==> src/rtl/muldiv_pkg.sv <==
// Shared types and helpers for the iterative multiply/divide unit.
// Op encodings, FSM state encoding and the iteration counter width helper.
package muldiv_pkg;

    localparam int unsigned MD_WIDTH = 16;

    typedef enum logic [1:0] {
        OP_MULU = 2'b00,
        OP_DIVU = 2'b01,
        OP_MULS = 2'b10,
        OP_DIVS = 2'b11
    } op_e;

    typedef enum logic [1:0] {
        S_IDLE  = 2'b00,
        S_RUN   = 2'b01,
        S_FIXUP = 2'b10,
        S_DONE  = 2'b11
    } state_e;

    // Iteration counter width: $clog2(WIDTH), never narrower than one bit.
    function automatic int unsigned cnt_width(input int unsigned w);
        return (w > 1) ? $clog2(w) : 1;
    endfunction

endpackage

==> src/rtl/muldiv_step.sv <==
// One combinational iteration: shift-add multiply or restoring-divide step.
// The accumulator holds {upper, lower}; lower is the multiplier or the dividend/quotient.
module muldiv_step
    import muldiv_pkg::*;
#(
    parameter int unsigned WIDTH = MD_WIDTH
) (
    input  logic                 is_div_i,
    input  logic [2*WIDTH-1:0]   acc_i,
    input  logic [WIDTH-1:0]     opnd_i,
    output logic [2*WIDTH-1:0]   acc_o
);

    logic [WIDTH:0]   sum_c;
    logic [WIDTH:0]   top_c;
    logic [WIDTH+1:0] diff_c;

    always_comb begin
        // Multiply: add multiplicand when the low multiplier bit is set, carry kept in bit WIDTH.
        sum_c  = {1'b0, acc_i[2*WIDTH-1:WIDTH]}
               + (acc_i[0] ? {1'b0, opnd_i} : {(WIDTH+1){1'b0}});
        // Divide: shifted partial remainder needs WIDTH+1 bits, subtract one wider for the borrow.
        top_c  = acc_i[2*WIDTH-1:WIDTH-1];
        diff_c = {1'b0, top_c} - {2'b00, opnd_i};
        acc_o  = {sum_c, acc_i[WIDTH-1:1]};
        if (is_div_i) begin
            if (diff_c[WIDTH+1]) begin
                acc_o = {top_c[WIDTH-1:0], acc_i[WIDTH-2:0], 1'b0};
            end else begin
                acc_o = {diff_c[WIDTH-1:0], acc_i[WIDTH-2:0], 1'b1};
            end
        end
    end

endmodule

==> src/rtl/mul_div_unit.sv <==
// Iterative WIDTH-bit multiply/divide unit with start/busy/done handshake.
// Define MULDIV_SIGNED_EN to add signed ops (op[1]) and the FIXUP sign-correction cycle.
module mul_div_unit
    import muldiv_pkg::*;
#(
    parameter int unsigned WIDTH = MD_WIDTH
) (
    input  logic              clk,
    input  logic              reset,
    input  logic              start,
    input  logic [1:0]        op,
    input  logic [WIDTH-1:0]  a,
    input  logic [WIDTH-1:0]  b,
    input  logic              flush,
    output logic              busy,
    output logic              done,
    output logic [WIDTH-1:0]  hi,
    output logic [WIDTH-1:0]  lo,
    output logic              div_by_zero
);

    localparam int unsigned       CNT_W = cnt_width(WIDTH);
    localparam int unsigned       ACC_W = 2 * WIDTH;
    localparam logic [CNT_W-1:0]  LAST  = CNT_W'(WIDTH - 1);

    state_e              state_q;
    logic [CNT_W-1:0]    cnt_q;
    logic [ACC_W-1:0]    acc_q;
    logic [ACC_W-1:0]    acc_d;
    logic [WIDTH-1:0]    opnd_q;
    logic                is_div_q;
    logic [WIDTH-1:0]    hi_q;
    logic [WIDTH-1:0]    lo_q;
    logic                busy_q;
    logic                done_q;
    logic                dbz_q;
`ifdef MULDIV_SIGNED_EN
    logic                signed_q;
    logic                neg_res_q;
    logic                neg_rem_q;
    logic                a_neg_c;
    logic                b_neg_c;
`endif

    logic                is_div_c;
    logic [WIDTH-1:0]    a_mag_c;
    logic [WIDTH-1:0]    b_mag_c;

    // Operand conditioning at launch: magnitudes for signed ops, raw values otherwise.
    always_comb begin
        is_div_c = (op_e'(op) == OP_DIVU) || (op_e'(op) == OP_DIVS);
`ifdef MULDIV_SIGNED_EN
        a_neg_c  = op[1] & a[WIDTH-1];
        b_neg_c  = op[1] & b[WIDTH-1];
        a_mag_c  = a_neg_c ? (~a + WIDTH'(1)) : a;
        b_mag_c  = b_neg_c ? (~b + WIDTH'(1)) : b;
`else
        a_mag_c  = a;
        b_mag_c  = b;
`endif
    end

    muldiv_step #(.WIDTH(WIDTH)) u_step (
        .is_div_i (is_div_q),
        .acc_i    (acc_q),
        .opnd_i   (opnd_q),
        .acc_o    (acc_d)
    );

    always_ff @(posedge clk or posedge reset) begin
        if (reset) begin
            state_q   <= S_IDLE;
            cnt_q     <= '0;
            acc_q     <= '0;
            opnd_q    <= '0;
            is_div_q  <= 1'b0;
            hi_q      <= '0;
            lo_q      <= '0;
            busy_q    <= 1'b0;
            done_q    <= 1'b0;
            dbz_q     <= 1'b0;
`ifdef MULDIV_SIGNED_EN
            signed_q  <= 1'b0;
            neg_res_q <= 1'b0;
            neg_rem_q <= 1'b0;
`endif
        end else if (flush) begin
            state_q <= S_IDLE;
            busy_q  <= 1'b0;
            done_q  <= 1'b0;
        end else begin
            done_q <= 1'b0;
            case (state_q)
                S_IDLE, S_DONE: begin
                    state_q <= S_IDLE;
                    busy_q  <= 1'b0;
                    if (start) begin
                        dbz_q    <= 1'b0;
                        is_div_q <= is_div_c;
                        cnt_q    <= '0;
                        opnd_q   <= is_div_c ? b_mag_c : a_mag_c;
                        acc_q    <= {{WIDTH{1'b0}}, (is_div_c ? a_mag_c : b_mag_c)};
`ifdef MULDIV_SIGNED_EN
                        signed_q  <= op[1];
                        neg_res_q <= a_neg_c ^ b_neg_c;
                        neg_rem_q <= a_neg_c;
`endif
                        // Divide by zero bypasses the iteration entirely.
                        if (is_div_c && (b == '0)) begin
                            state_q <= S_DONE;
                            done_q  <= 1'b1;
                            dbz_q   <= 1'b1;
                            lo_q    <= '1;
                            hi_q    <= a;
                        end else begin
                            state_q <= S_RUN;
                            busy_q  <= 1'b1;
                        end
                    end
                end
                S_RUN: begin
                    acc_q <= acc_d;
                    cnt_q <= cnt_q + CNT_W'(1);
                    if (cnt_q == LAST) begin
                        cnt_q <= '0;
`ifdef MULDIV_SIGNED_EN
                        if (signed_q) begin
                            state_q <= S_FIXUP;
                        end else
`endif
                        begin
                            state_q      <= S_DONE;
                            busy_q       <= 1'b0;
                            done_q       <= 1'b1;
                            {hi_q, lo_q} <= acc_d;
                        end
                    end
                end
`ifdef MULDIV_SIGNED_EN
                S_FIXUP: begin
                    state_q <= S_DONE;
                    busy_q  <= 1'b0;
                    done_q  <= 1'b1;
                    // Quotient/product take sign(a)^sign(b); remainder follows the dividend.
                    if (is_div_q) begin
                        lo_q <= neg_res_q ? (~acc_q[WIDTH-1:0] + WIDTH'(1)) : acc_q[WIDTH-1:0];
                        hi_q <= neg_rem_q ? (~acc_q[ACC_W-1:WIDTH] + WIDTH'(1))
                                          : acc_q[ACC_W-1:WIDTH];
                    end else begin
                        {hi_q, lo_q} <= neg_res_q ? (~acc_q + ACC_W'(1)) : acc_q;
                    end
                end
`endif
                default: begin
                    state_q <= S_IDLE;
                    busy_q  <= 1'b0;
                end
            endcase
        end
    end

    assign busy        = busy_q;
    assign done        = done_q;
    assign hi          = hi_q;
    assign lo          = lo_q;
    assign div_by_zero = dbz_q;

endmodule

==> config.mk <==
export PLATFORM = sky130hd
export DESIGN_NAME = mul_div_unit
export DESIGN_NICKNAME = d
export VERILOG_FILES = /design/src/rtl/muldiv_pkg.sv /design/src/rtl/muldiv_step.sv /design/src/rtl/mul_div_unit.sv
export SDC_FILE = /design/constraint.sdc
export NUM_CORES = 1
export LEC_CHECK = 0
export ABC_AREA = 1
export CAP_MARGIN = 20
export CORE_AREA = 2 2 158 160
export CTS_CLUSTER_SIZE = 16
export DETAILED_ROUTE_END_ITERATION = 7
export DIE_AREA = 0 0 160 162
export SLEW_MARGIN = 0
export SYNTH_ARGS = -nofsm -noshare
export SYNTH_HDL_FRONTEND = slang
export SYNTH_SLANG_ARGS = --single-unit
==> constraint.sdc <==
create_clock -name clk -period 2.8 [get_ports clk]
set_input_delay 0.56 -clock clk [delete_from_list [all_inputs] [get_ports clk]]
set_output_delay 0.56 -clock clk [all_outputs]
set_load 0.01 [all_outputs]
# == Word level (Yosys, flattened, before mapping) ==
# Cells that the tools add are included.
# word_totals
regBits,90
out_inout_bits,35
# op_classes
n_mux,33
addsub,3
reduce_logical,9
eq_ne,9
bitwise_logic,1
# ops
cell,count
two-way mux 16 bit,9
two-way mux 32 bit,3
case mux 16 bit (2 select lines),2
case mux 32 bit (2 select lines),1
subtractor 17 x 16 -> 18 bit,1
adder 16 x 17 -> 17 bit,1
logical NOT 16 bit,1
two-way mux 1 bit,8
two-way mux 2 bit,4
two-way mux 4 bit,2
case mux 4 bit (2 select lines),1
"!= test 2 bit, second input constant",3
AND reduction 3 bit,2
AND reduction 5 bit,1
"adder 4 x 1 -> 4 bit, second input constant",1
"== test 2 x 1 -> 1 bit, second input constant",2
"== test 2 bit, second input constant",2
"== test 4 bit, second input constant",1
case mux 1 bit (2 select lines),2
case mux 2 bit (2 select lines),1
"!= test 3 bit, second input constant",1
logical NOT 2 bit,1
nonzero test 2 bit,1
OR reduction 2 bit,1
3 further kinds,3

# == Logic depth before layout (Yosys ltp) ==
# Gate-level depths: netlist of the first run.
# logic_depth
word_depth,7
depth_mapped,18
depth_no_buf,17

# == Cells and area by module ==
# A second synthesis of the first run with hierarchy kept.
# hier_totals
hier_cells,1045
area_unflattened_um2,6976.7
# by_module_without_submodules
module,seq_area_each_um2,n_inst,cells_each,area_each_um2
mul_div_unit,2252.2,1,533,4311.6
muldiv_step,0.0,1,512,2665.1

# == Worst setup path after synthesis of the first run ==
# Ideal clock, no wire load.
# synth_timing
kind,register to register
from,register acc_q[0]
to,register acc_q[29]
path_buffers,2
stages_incl_launch_ff,18
t_arrival_ps,2195
required_time_ps,2665
period_less_slack_ps,2329
setup_slack_ps,471
cell_sequence,dfrtp_1 > clkbuf_1 > clkbuf_1 > nand2_1 > inv_1 > ha_1 > fa_1 > nand2_1 > a21oi_1 > nand2_1 > nand2_1 > nand2_1 > nand3_1 > nand3_1 > nand2_1 > inv_1 > nand2_1 > o21ai_1
# synth_via
elab_chain_cells,4
# synth_lines
element,line_no,text
from (decl),mul_div_unit.sv:28,logic [ACC_W-1:0] acc_q;
from (signal assigned),mul_div_unit.sv:102,"acc_q <= {{WIDTH{1'b0}}, (is_div_c ? a_mag_c : b_mag_c)};"
two-way mux 16 bit,muldiv_step.sv:21,"+ (acc_i[0] ? {1'b0, opnd_i} : {(WIDTH+1){1'b0}});"
adder 16 x 17 -> 17 bit,muldiv_step.sv:21,
two-way mux 32 bit,muldiv_step.sv:26,if (is_div_i) begin
case mux 32 bit (2 select lines),mul_div_unit.sv:93,case (state_q)
# No other way between the ends.
# A chain may end at the register's enable or synchronous reset.

# == Final worst setup path of the first run ==
# layout_timing
from,register acc_q[0]
to,register acc_q[25]
# Same word-level chain as after synthesis.

==> results.py, run 1 <==
metrics = {
    "sta": {
        "min_period_ns": 2.57,
        "drv_slew": 0,
        "relSlewSlack_pct": 55.2,
        "tightest_slew_ns": 0.670,
        "period_share_pct": 91.9,
        "hold_violations": 0,
        "grt_setup_unrepaired": "no",
        "finalSetupViolations": 0,
        "fin_setup_tns_ns": 0,
        "whs_ns": 0.485,
        "fin_skew_ns": 0.00690,
        "max_freq_mhz": 389,
    },
    "critical_path": {
        "cpPeakStageDelay_ns": 0.60,
        "end_kind": "flip-flop",
        "cp.arrival_ns": 2.85,
        "worst_path_max_delay_cell": "dfrtp_1",
        "r2r_start": "acc_q[0]$_DFFE_PP0P_",
        "worst_setup_path_start_kind": "flip-flop",
        "ff2ff_setup_slack_ns": 0.23,
        "rr_worst_depth": 16,
        "cp.required_ns": 3.08,
        "path_common_cell": "nand2_1",
        "crit_type": "flip-flop to flip-flop",
        "worstPathMaxFanout": 10,
        "path_buf_inv": 2,
        "crit_chain": "nand2_1 > inv_1 > ha_1 > fa_1 > nand2_1 > a21oi_1 > nand2_1 > nand2_1 > nand2_1 > nand2_1 > nand2_1 > nand3_1 > nand2_1 > inv_1 > nand2_1 > o21ai_1",
        "rr_endpoint": "acc_q[25]$_DFFE_PP0P_",
        "crit_family": "simple AND/OR/NAND/NOR gates",
    },
    "synth": {
        "synth_cell_type_count": 41,
        "synth_top_cell_by_area": "dfrtp_1",
        "syn_avg_cell_area_um2": 6.92,
        "synth_edf_count": 0,
        "synth_area_leaders": "dfrtp_1 35%, nand2_1 15%, ha_1 6.8%",
        "synth-seq-cells": 90,
        "synth_top_flop_cell": "dfrtp_1",
        "synthCells": 935,
        "yosys_warnings": 0,
        "synth-seq-area-share_pct": 34.8,
        "syn_nets": 1010,
        "netlist.area_leader.share_pct": 34.8,
        "synthArstFlopShare_pct": 100,
        "yosysMostFrequentCell": "nand2_1",
        "synthTopCellsByCount": "265 x nand2_1, 116 x inv_1, 90 x dfrtp_1, 87 x a21oi_1, 74 x o21ai_0",
        "syn-cell-area_mm2": 0.00647,
    },
    "clock_tree": {
        "clk_pin_slew_ns": 0.07,
        "htreeDepth": 3,
        "ctsResizeCount": 0,
        "numCtsBuffers": 9,
        "cts_tree": "yes",
        "postCtsHoldBufs": 0,
        "clock_sinks": 90,
        "root_buffer": "clkbuf_16",
        "clk_latency_ns": 0.35,
        "cts_setup_buffers": 0,
        "clockBufferDepth": 2,
    },
    "hold_path": {
        "min_from": "lo[15]$_DFFE_PP0P_",
        "min_to": "lo[15]$_DFFE_PP0P_",
        "holdPathStages": 2,
        "hp-class": "flip-flop to flip-flop",
    },
    "grt": {
        "track_usage_pct": 15.5,
        "antenna_found_initial": 0,
        "grt_pass1_wl_um": 32300,
        "grt_overflow": 0,
        "grt_start_max_net_pins": 64,
        "grt_pass1_vias": 6100,
    },
    "placed_design": {
        "dp_hpwl_um": 15500,
        "portBuffers": 71,
        "place_area_mm2": 0.00755,
        "place_congestion": 0.884,
    },
    "pwr": {
        "power_density_mw_per_mm2": 1190,
        "max-vdd-ir-drop_v": 0.000508,
        "p_total_mw": 9.37,
        "leakage_nw": 3.83,
    },
    "cells_and_area": {
        "antenna_cells": 0,
        "fin_util_pct": 32.7,
        "fin_nets": 1069,
        "drive_above_1_share_pct": 6.51,
        "fill_cells": 2728,
        "syn_to_final_growth_pct": 22.0,
        "fin_area_mm2": 0.00789,
    },
    "route": {
        "wl_per_cell_um": 15.2,
        "detail-route-antenna-nets": 0,
        "drt_iter0_markers": 330,
        "firstDrtPassIters": 5,
        "routed_wirelength_um": 20000,
        "viasPerCell": 4.77,
        "vias": 6310,
        "drc": 0,
    },
    "status": {
        "status": "complete, no violations",
    },
    "floorplan": {
        "row_count": 57,
        "die-area_mm2": 0.0259,
        "fp.dieW_um": 160,
        "start_util_pct": 26.8,
        "die_h_um": 162,
        "core_area_mm2": 0.0241,
        "io_pins": 73,
    },
    "run": {
        "maxCapViolCount": 0,
    },
}
## worst max-delay path by stage
stage / startpoint / endpoint / depth (start not counted)
4_1_cts: acc_q[0]$_DFFE_PP0P_ / hi[9]$_DFFE_PP0P_ / 16
3_5_place_dp: acc_q[0]$_DFFE_PP0P_ / hi[13]$_DFFE_PP0P_ / 16
2_1_floorplan: acc_q[0]$_DFFE_PP0P_ / acc_q[29]$_DFFE_PP0P_ / 17
6_report: acc_q[0]$_DFFE_PP0P_ / acc_q[25]$_DFFE_PP0P_ / 16
5_1_grt: acc_q[0]$_DFFE_PP0P_ / hi[15]$_DFFE_PP0P_ / 14
3_3_place_gp: acc_q[0]$_DFFE_PP0P_ / acc_q[25]$_DFFE_PP0P_ / 15
## sequential cells by signal (all words and copies together) (netlist names), 2 cells and up
name,count
hi,16
acc_q,32
lo,16
opnd_q,16
cnt_q,4
state_q,2
## per-layer routing
metal / up-vias / GRT usage, % / part of all wire, %
met5: - / 0 / 0
met4: 0 / 4.87 / 2.1
met3: 22 / 1.79 / 4.2
met2: 155 / 27.7 / 49
met1: 2964 / 19.7 / 44
li1: 3169 / - / -
## metrics by stage
step	std cells	worst slack, ns
2_1_floorplan	935	0.471
3_3_place_gp	1307	0.266
3_5_place_dp	1307	0.257
4_1_cts	1323	0.240
5_1_grt	1323	0.00958
6_report	1323	0.227
## power breakdown
part / leakage (nW) / total (mW) / internal [mW] / switching [mW]
combinational: 2.55 / 5.62 / 2.16 / 3.46
sequential: 1.12 / 2.35 / 1.90 / 0.446
clock: 0.162 / 1.40 / 0.837 / 0.564
total: 3.83 / 9.37 / 4.90 / 4.47
## cells in the final DEF, fill, tap and decap left out, types with 10 or more instances in the layout
master           Yosys  final
ha_1                35     35
o211ai_1            19     19
o21ai_1             10     10
nand3_1             73     73
o21ai_0             74     74
inv_1              116    115
dfrtp_1             90     90
buf_4                2     16
nor2_1              53     52
a21oi_1             87     87
nand2_1            265    265
clkdlybuf4s50_1      0     70
## area by class of cell
| class | count | area (um^2) | share of cell area (%) |
|---|---|---|---|
| repair buffers | 89 | 866 | 11.0 |
| clock buffers | 11 | 253 | 3.20 |
| multi-input cells | 684 | 3580 | 45.3 |
| well taps | 324 | 405 | 5.14 |
| flip-flops and latches | 90 | 2250 | 28.5 |
| clock inverters | 5 | 85.1 | 1.08 |
| inverters | 120 | 454 | 5.76 |
## kinds of logic after synthesis
| logic type | synth area share, % |
|---|---|
| AND/OR/NAND/NOR | 27.7 |
| AO/OA/AOI/OAI | 18.4 |
| buffers and inverters | 9.96 |
| flip-flops | 34.8 |
| adder cells (fa/ha/maj) | 7.39 |
| XOR/XNOR | 1.76 |
## worst min-delay path, stage by stage, from the launching register on
cell and delay, ns:
dfrtp_1 0.35, nand2_1 0.06, nand2_1 0.05
(Power assumes the default switching activity.)
==> inputs of run 2 (changes only) <==
Settings changed: SLEW_MARGIN 0 to 20.
==> results of run 2 <==
No change in the layout: final DEF, timing and power equal those of run 1.
